### config.mk
export PLATFORM = sky130hd
export DESIGN_NAME = spi_cmd_regs
export DESIGN_NICKNAME = d
export VERILOG_FILES = /design/src/rtl/spi_cmd_pkg.sv /design/src/rtl/spi_cmd_regfile.sv /design/src/rtl/spi_cmd_regs.sv
export SDC_FILE = /design/constraint.sdc
export NUM_CORES = 1
export LEC_CHECK = 0
export CELL_PAD_IN_SITES_DETAIL_PLACEMENT = 0
export CELL_PAD_IN_SITES_GLOBAL_PLACEMENT = 1
export CORE_MARGIN = 8
export CORE_UTILIZATION = 45
export CTS_CLUSTER_DIAMETER = 50
export DETAILED_ROUTE_END_ITERATION = 10
export PLACE_DENSITY_LB_ADDON = 0.1
export SLEW_MARGIN = 20
export SYNTH_ARGS = -nofsm -noshare
export SYNTH_HDL_FRONTEND = slang
export SYNTH_SLANG_ARGS = --single-unit
### constraint.sdc
create_clock -name clk -period 3.5 [get_ports clk]
set_clock_uncertainty 0.2 [all_clocks]
set_input_delay 0.7 -clock clk [delete_from_list [all_inputs] [get_ports clk]]
set_output_delay 0.7 -clock clk [all_outputs]
set_load 0.01 [all_outputs]
### src/rtl/spi_cmd_pkg.sv
// Shared types and helpers for the SPI command decoder / register file.
package spi_cmd_pkg;

  typedef enum logic [1:0] {
    IDLE      = 2'd0,
    WAIT_DATA = 2'd1,
    TX_WAIT   = 2'd2
  } state_t;

  localparam int DEF_DATA_W  = 8;
  localparam int DEF_ADDR_W  = 3;
  localparam int CMD_WR_BIT  = DEF_DATA_W - 1;
  localparam int STATUS_ADDR = (1 << DEF_ADDR_W) - 1;

  // A command is legal only when every bit between the write flag and the address is zero.
  function automatic logic cmd_valid(input logic [31:0] cmd, input int data_w, input int addr_w);
    logic [31:0] mask;
    mask = ((32'd1 << (data_w - 1)) - 32'd1) & ~((32'd1 << addr_w) - 32'd1);
    return (cmd & mask) == 32'd0;
  endfunction

endpackage

### src/rtl/spi_cmd_regfile.sv
// Control register array: one write port, one combinational read port, register 0 tap.
// The top address is STATUS and has no storage here; it reads back as zero.
module spi_cmd_regfile
  import spi_cmd_pkg::*;
#(
  parameter int DATA_W = DEF_DATA_W,
  parameter int ADDR_W = DEF_ADDR_W
) (
  input  logic              clk,
  input  logic              rst_n,
  input  logic              we,
  input  logic [ADDR_W-1:0] waddr,
  input  logic [DATA_W-1:0] wdata,
  input  logic [ADDR_W-1:0] raddr,
  output logic [DATA_W-1:0] rdata,
  output logic [DATA_W-1:0] reg0
);

  localparam int NREG = (1 << ADDR_W) - 1;

  logic [DATA_W-1:0] regs_q [NREG];
  logic [DATA_W-1:0] regs_d [NREG];

  always_comb begin
    for (int i = 0; i < NREG; i++) begin
      regs_d[i] = regs_q[i];
      if (we && (waddr == ADDR_W'(i))) begin
        regs_d[i] = wdata;
      end
    end
  end

  always_ff @(posedge clk or negedge rst_n) begin
    if (!rst_n) begin
      for (int i = 0; i < NREG; i++) begin
        regs_q[i] <= '0;
      end
    end else begin
      for (int i = 0; i < NREG; i++) begin
        regs_q[i] <= regs_d[i];
      end
    end
  end

  always_comb begin
    rdata = '0;
    for (int i = 0; i < NREG; i++) begin
      if (raddr == ADDR_W'(i)) begin
        rdata = regs_q[i];
      end
    end
  end

  assign reg0 = regs_q[0];

endmodule

### src/rtl/spi_cmd_regs.sv
// Byte-level SPI command decoder: 1-byte commands (MSB=1 write, MSB=0 read) over a small register file.
// Optional build macro SPI_CMD_AUTOINC_EN: write commands become bursts with address auto-increment.
module spi_cmd_regs
  import spi_cmd_pkg::*;
#(
  parameter int DATA_W      = DEF_DATA_W,
  parameter int ADDR_W      = DEF_ADDR_W,
  parameter int TIMEOUT_CYC = 255
) (
  input  logic              clk,
  input  logic              rst_n,
  input  logic [DATA_W-1:0] rx_data,
  input  logic              rx_valid,
  output logic [DATA_W-1:0] tx_data,
  output logic              tx_start,
  input  logic              tx_done,
  input  logic [DATA_W-1:0] status_in,
  output logic [DATA_W-1:0] ctrl_out,
  output logic              busy,
  output logic              err
);

  localparam int                TW       = $clog2(TIMEOUT_CYC + 1);
  localparam logic [TW-1:0]     TMAX     = TW'(TIMEOUT_CYC);
  localparam int                WR_BIT   = DATA_W - 1;
  localparam logic [ADDR_W-1:0] STATUS_A = '1;

`ifdef SPI_CMD_AUTOINC_EN
  localparam bit AUTOINC = 1'b1;
`else
  localparam bit AUTOINC = 1'b0;
`endif

  state_t            state_q, state_d;
  logic [ADDR_W-1:0] addr_q, addr_d;
  logic [TW-1:0]     timer_q, timer_d;
  logic              err_q, err_d;
  logic              got_q, got_d;
  logic              tx_start_q, tx_start_d;
  logic [DATA_W-1:0] tx_data_q, tx_data_d;

  logic              cmd_ok, cmd_wr, decode, timeout;
  logic              err_set, err_clr, wr_en;
  logic [ADDR_W-1:0] cmd_addr;
  logic [DATA_W-1:0] rd_data;

  assign cmd_ok   = cmd_valid(32'(rx_data), DATA_W, ADDR_W);
  assign cmd_wr   = rx_data[WR_BIT];
  assign cmd_addr = rx_data[ADDR_W-1:0];
  // A byte arriving together with tx_done is treated as a fresh command.
  assign decode   = rx_valid && ((state_q == IDLE) || ((state_q == TX_WAIT) && tx_done));
  assign timeout  = (state_q == WAIT_DATA) && !rx_valid && (timer_q == TMAX);

  spi_cmd_regfile #(
    .DATA_W (DATA_W),
    .ADDR_W (ADDR_W)
  ) u_regfile (
    .clk   (clk),
    .rst_n (rst_n),
    .we    (wr_en),
    .waddr (addr_q),
    .wdata (rx_data),
    .raddr (cmd_addr),
    .rdata (rd_data),
    .reg0  (ctrl_out)
  );

  always_ff @(posedge clk or negedge rst_n) begin
    if (!rst_n) begin
      state_q    <= IDLE;
      addr_q     <= '0;
      timer_q    <= '0;
      err_q      <= 1'b0;
      got_q      <= 1'b0;
      tx_start_q <= 1'b0;
      tx_data_q  <= '0;
    end else begin
      state_q    <= state_d;
      addr_q     <= addr_d;
      timer_q    <= timer_d;
      err_q      <= err_d;
      got_q      <= got_d;
      tx_start_q <= tx_start_d;
      tx_data_q  <= tx_data_d;
    end
  end

  always_comb begin
    state_d = state_q;
    if (decode) begin
      if (!cmd_ok)     state_d = IDLE;
      else if (cmd_wr) state_d = WAIT_DATA;
      else             state_d = TX_WAIT;
    end else begin
      case (state_q)
        WAIT_DATA: begin
          if (rx_valid)     state_d = AUTOINC ? WAIT_DATA : IDLE;
          else if (timeout) state_d = IDLE;
        end
        TX_WAIT: begin
          if (tx_done) state_d = IDLE;
        end
        default: ;
      endcase
    end
  end

  always_comb begin
    addr_d     = addr_q;
    timer_d    = timer_q;
    got_d      = got_q;
    tx_data_d  = tx_data_q;
    tx_start_d = 1'b0;
    wr_en      = 1'b0;
    err_set    = 1'b0;
    err_clr    = 1'b0;

    if (decode) begin
      if (!cmd_ok) begin
        err_set = 1'b1;
      end else if (cmd_wr) begin
        addr_d  = cmd_addr;
        timer_d = '0;
        got_d   = 1'b0;
      end else begin
        tx_data_d  = (cmd_addr == STATUS_A) ? status_in : rd_data;
        tx_start_d = 1'b1;
      end
    end

    case (state_q)
      WAIT_DATA: begin
        timer_d = (timer_q == TMAX) ? timer_q : timer_q + TW'(1);
        if (rx_valid) begin
          if (addr_q == STATUS_A) err_clr = 1'b1;
          else                    wr_en   = 1'b1;
          if (AUTOINC) begin
            addr_d  = addr_q + ADDR_W'(1);
            timer_d = '0;
            got_d   = 1'b1;
          end
        end else if (timeout && !(AUTOINC && got_q)) begin
          err_set = 1'b1;
        end
      end
      TX_WAIT: begin
        if (rx_valid && !tx_done) err_set = 1'b1;
      end
      default: ;
    endcase

    // Clearing takes priority over a coincident set.
    err_d = err_clr ? 1'b0 : (err_set ? 1'b1 : err_q);
  end

  assign tx_data  = tx_data_q;
  assign tx_start = tx_start_q;
  assign busy     = (state_q != IDLE);
  assign err      = err_q;

endmodule

==> reports/metrics.yaml <==
status:
  status: "finished clean"
drt:
  vias: 2705
  antenna_left: 0
  via_per_inst: 5.69
  wl_per_cell_microns: 19.4
  firstDrtPassIters: 4
  drt_wl_total_mm: 9.22
  drc: 0
  dr.first_iter.drc_count: 168
setup_path:
  start_kind: "input pin"
  critPathKind: "input pin to register"
  r2r_start: "state_q[1]"
  critical_path_arrival_ns: 2.78
  crit_required_ns: 3.59
  startpoint: "rx_data[4]"
  end_kind: "register"
  crit_fanout: 10
yosys:
  synth_cells: 328
  yosysSeqAreaShare: 0.490
  post_synth_num_cell_types: 41
  synth_edf_count: 0
  postSynth.asyncResetShare: 1.00
  synthesis.nets: 352
  yosys_warnings: 0
  avgSynthCellArea_sq_um: 12.3
  synthFlopType: "dfrtp_1"
  synth_area_sq_um: 4030
  synth_seq_cells: 79
timing:
  finalHoldViolations: 0
  finalSetupViolations: 0
  period_minus_slack_ns: 2.69
  max_freq_ghz: 0.371
  maxSlewHeadroom: 0.518
  drv_slew: 0
  rsz0062_at_grt: "no"
  setup_tns_ns: 0
  worst-slew-pin-transition_ns: 0.724
  final.period_utilization: 0.770
place:
  dpl.hpwl_mm: 6.22
  dp_cells: 459
  place_area_sq_um: 4480
  place_congestion: 0.784
  io_buffers: 38
layout:
  drive_gt1_frac: 0.294
  layout_commonest_cell: "dfrtp_1"
  fillCellCount: 752
  postLayoutCellArea_sq_um: 4690
  area_delta_synth_final_pct: 16.3
  layout.nets: 386
  diodes: 0
  instances_no_fill: 475
  mostFrequentLayoutCells: "79 x dfrtp_1, 50 x mux2_2, 37 x clkdlybuf4s50_1"
grt:
  grt_max_degree: 80
  overflow: 0
  grt_antenna_before_repair: 0
  grt_usage: 0.153
  grt_pass1_vias: 2794
  grt_pass1_wl_mm: 15.0
clocking:
  tritoncts: "built"
  clock_path_buffers: 2
  postCtsSetupBuffers: 0
  path_clk_slew_ns: 0.08
  numCtsBuffers: 9
  htree_levels: 3
  clock-sinks: 79
  cts_resized: 0
  cts_root_buf: "clkbuf_8"
  insertion_delay_ns: 0.35
  holdBufCountCts: 0
power_and_ir_drop:
  total_power_mw: 2.32
  clkPwrFrac: 0.306
  sw_frac_of_total: 0.284
  powerDensity_nw_per_um2: 495
  cellLeakagePower_nw: 2.14
  seqPwrFrac: 0.492
  switching_power_mw: 0.659
  vdd_drop_max_uv: 266
  p_comb_frac: 0.202
  intPower_mw: 1.66
floorplanning:
  die_x_microns: 111
  core-area_sq_um: 8720
  rows: 34
  initial_core_util: 0.462
  fp.dieH_microns: 111
  pin_count: 39
  die_area_sq_um: 12200
worst_hold_path:
  hp-class: "input pin to async pin"
job:
  drv_cap: 0
per-layer routing:
| layer | vias up | share of wire | GRT usage |
|---|---|---|---|
| met5 | - | 0 | 0 |
| met4 | 0 | 0.017 | 0.0595 |
| met3 | 12 | 0.028 | 0.0260 |
| met2 | 53 | 0.46 | 0.234 |
| met1 | 1380 | 0.49 | 0.209 |
| li1 | 1260 | - | - |
worst max-delay path, stage by stage:
cell and delay [ns]:
clkdlybuf4s50_1 0.56, nor4_2 0.39, nand4bb_1 0.51, a221oi_1 0.44, a22o_1 0.17
flip-flops by register name, summed over array words and instances, names as in the netlist:
name,flops
u_regfile.regs_q,48
tx_start,1
u_regfile.reg0,8
tx_data,8
state_q,2
err,1
addr_q,3
timer_q,8
power by group through the flow:
stage | clock [mW] | sequential [mW] | combinational (mW)
floorplan | 0 | 1.13 | 0.314
global placement | 0 | 1.15 | 0.469
detailed placement | 0 | 1.15 | 0.479
CTS | 0.725 | 1.14 | 0.479
global route | 0.757 | 1.16 | 0.513
finish | 0.710 | 1.14 | 0.470
kinds of logic after synthesis:
logic type | Yosys count | synth area share
flip-flops | 79 | 0.490
AO/OA/AOI/OAI | 55 | 0.0847
buffers and inverters | 34 | 0.0453
adder cells (fa/ha/maj) | 4 | 0.0124
multiplexers | 88 | 0.267
AND/OR/NAND/NOR | 65 | 0.0934
XOR/XNOR | 3 | 0.00652
final timing paths:
kind | endpoint | slack (ns) | cells after the start
min in group clk | tx_data[0] | 0.30 | 1
min reg2reg | tx_data[0] | 0.30 | 1
max in group asynchronous | u_regfile.regs_q[39] | 2.42 | 1
max reg2reg | u_regfile.regs_q[39] | 1.03 | 5
min | u_regfile.regs_q[45] | 0.17 | 1
max | tx_data[3] | 0.81 | 5
stage by stage:
| step | setup slack, ns | hold slack (ns) | util |
|---|---|---|---|
| after floorplan | 1.45 | 0.204 | - |
| after global placement | 0.440 | 0.284 | 0.514 |
| after detailed placement | 0.429 | 0.292 | 0.514 |
| after CTS | 0.801 | 0.312 | 0.537 |
| after global routing | 0.636 | 0.229 | 0.538 |
| final | 0.806 | 0.169 | 0.538 |
synthesized netlist by cell type (all sizes together) (2+ instances only):
cell,n,area (sq um)
a21oi,7,35.0
a221oi,4,35.0
a22o,4,35.0
a31oi,9,56.3
and2,4,25.0
and3,3,18.8
buf,18,123
clkbuf,6,22.5
dfrtp,79,1980
ha,4,50.1
inv,9,33.8
mux2,67,818
mux2i,17,170
mux4,4,90.1
nand2,4,15.0
nand2b,9,56.3
nand3,9,50.1
nand4b,3,26.3
nor2,21,91.3
nor2b,2,12.5
nor3,2,10.0
o21ai,19,95.1
o22ai,9,56.3
or3,2,12.5
xor2,3,26.3
area by class of cell:
| cell class | count | area [sq um] | share of cell area |
|---|---|---|---|
| Clock buffer | 10 | 138 | 0.0293 |
| Clock inverter | 6 | 67.6 | 0.0144 |
| Inverter | 10 | 37.5 | 0.00800 |
| Multi-Input combinational cell | 215 | 1870 | 0.399 |
| Sequential cell | 79 | 1980 | 0.422 |
| Tap cell | 108 | 135 | 0.0288 |
| Timing Repair Buffer | 47 | 462 | 0.0985 |
Power figures use the tool's default switching activity.
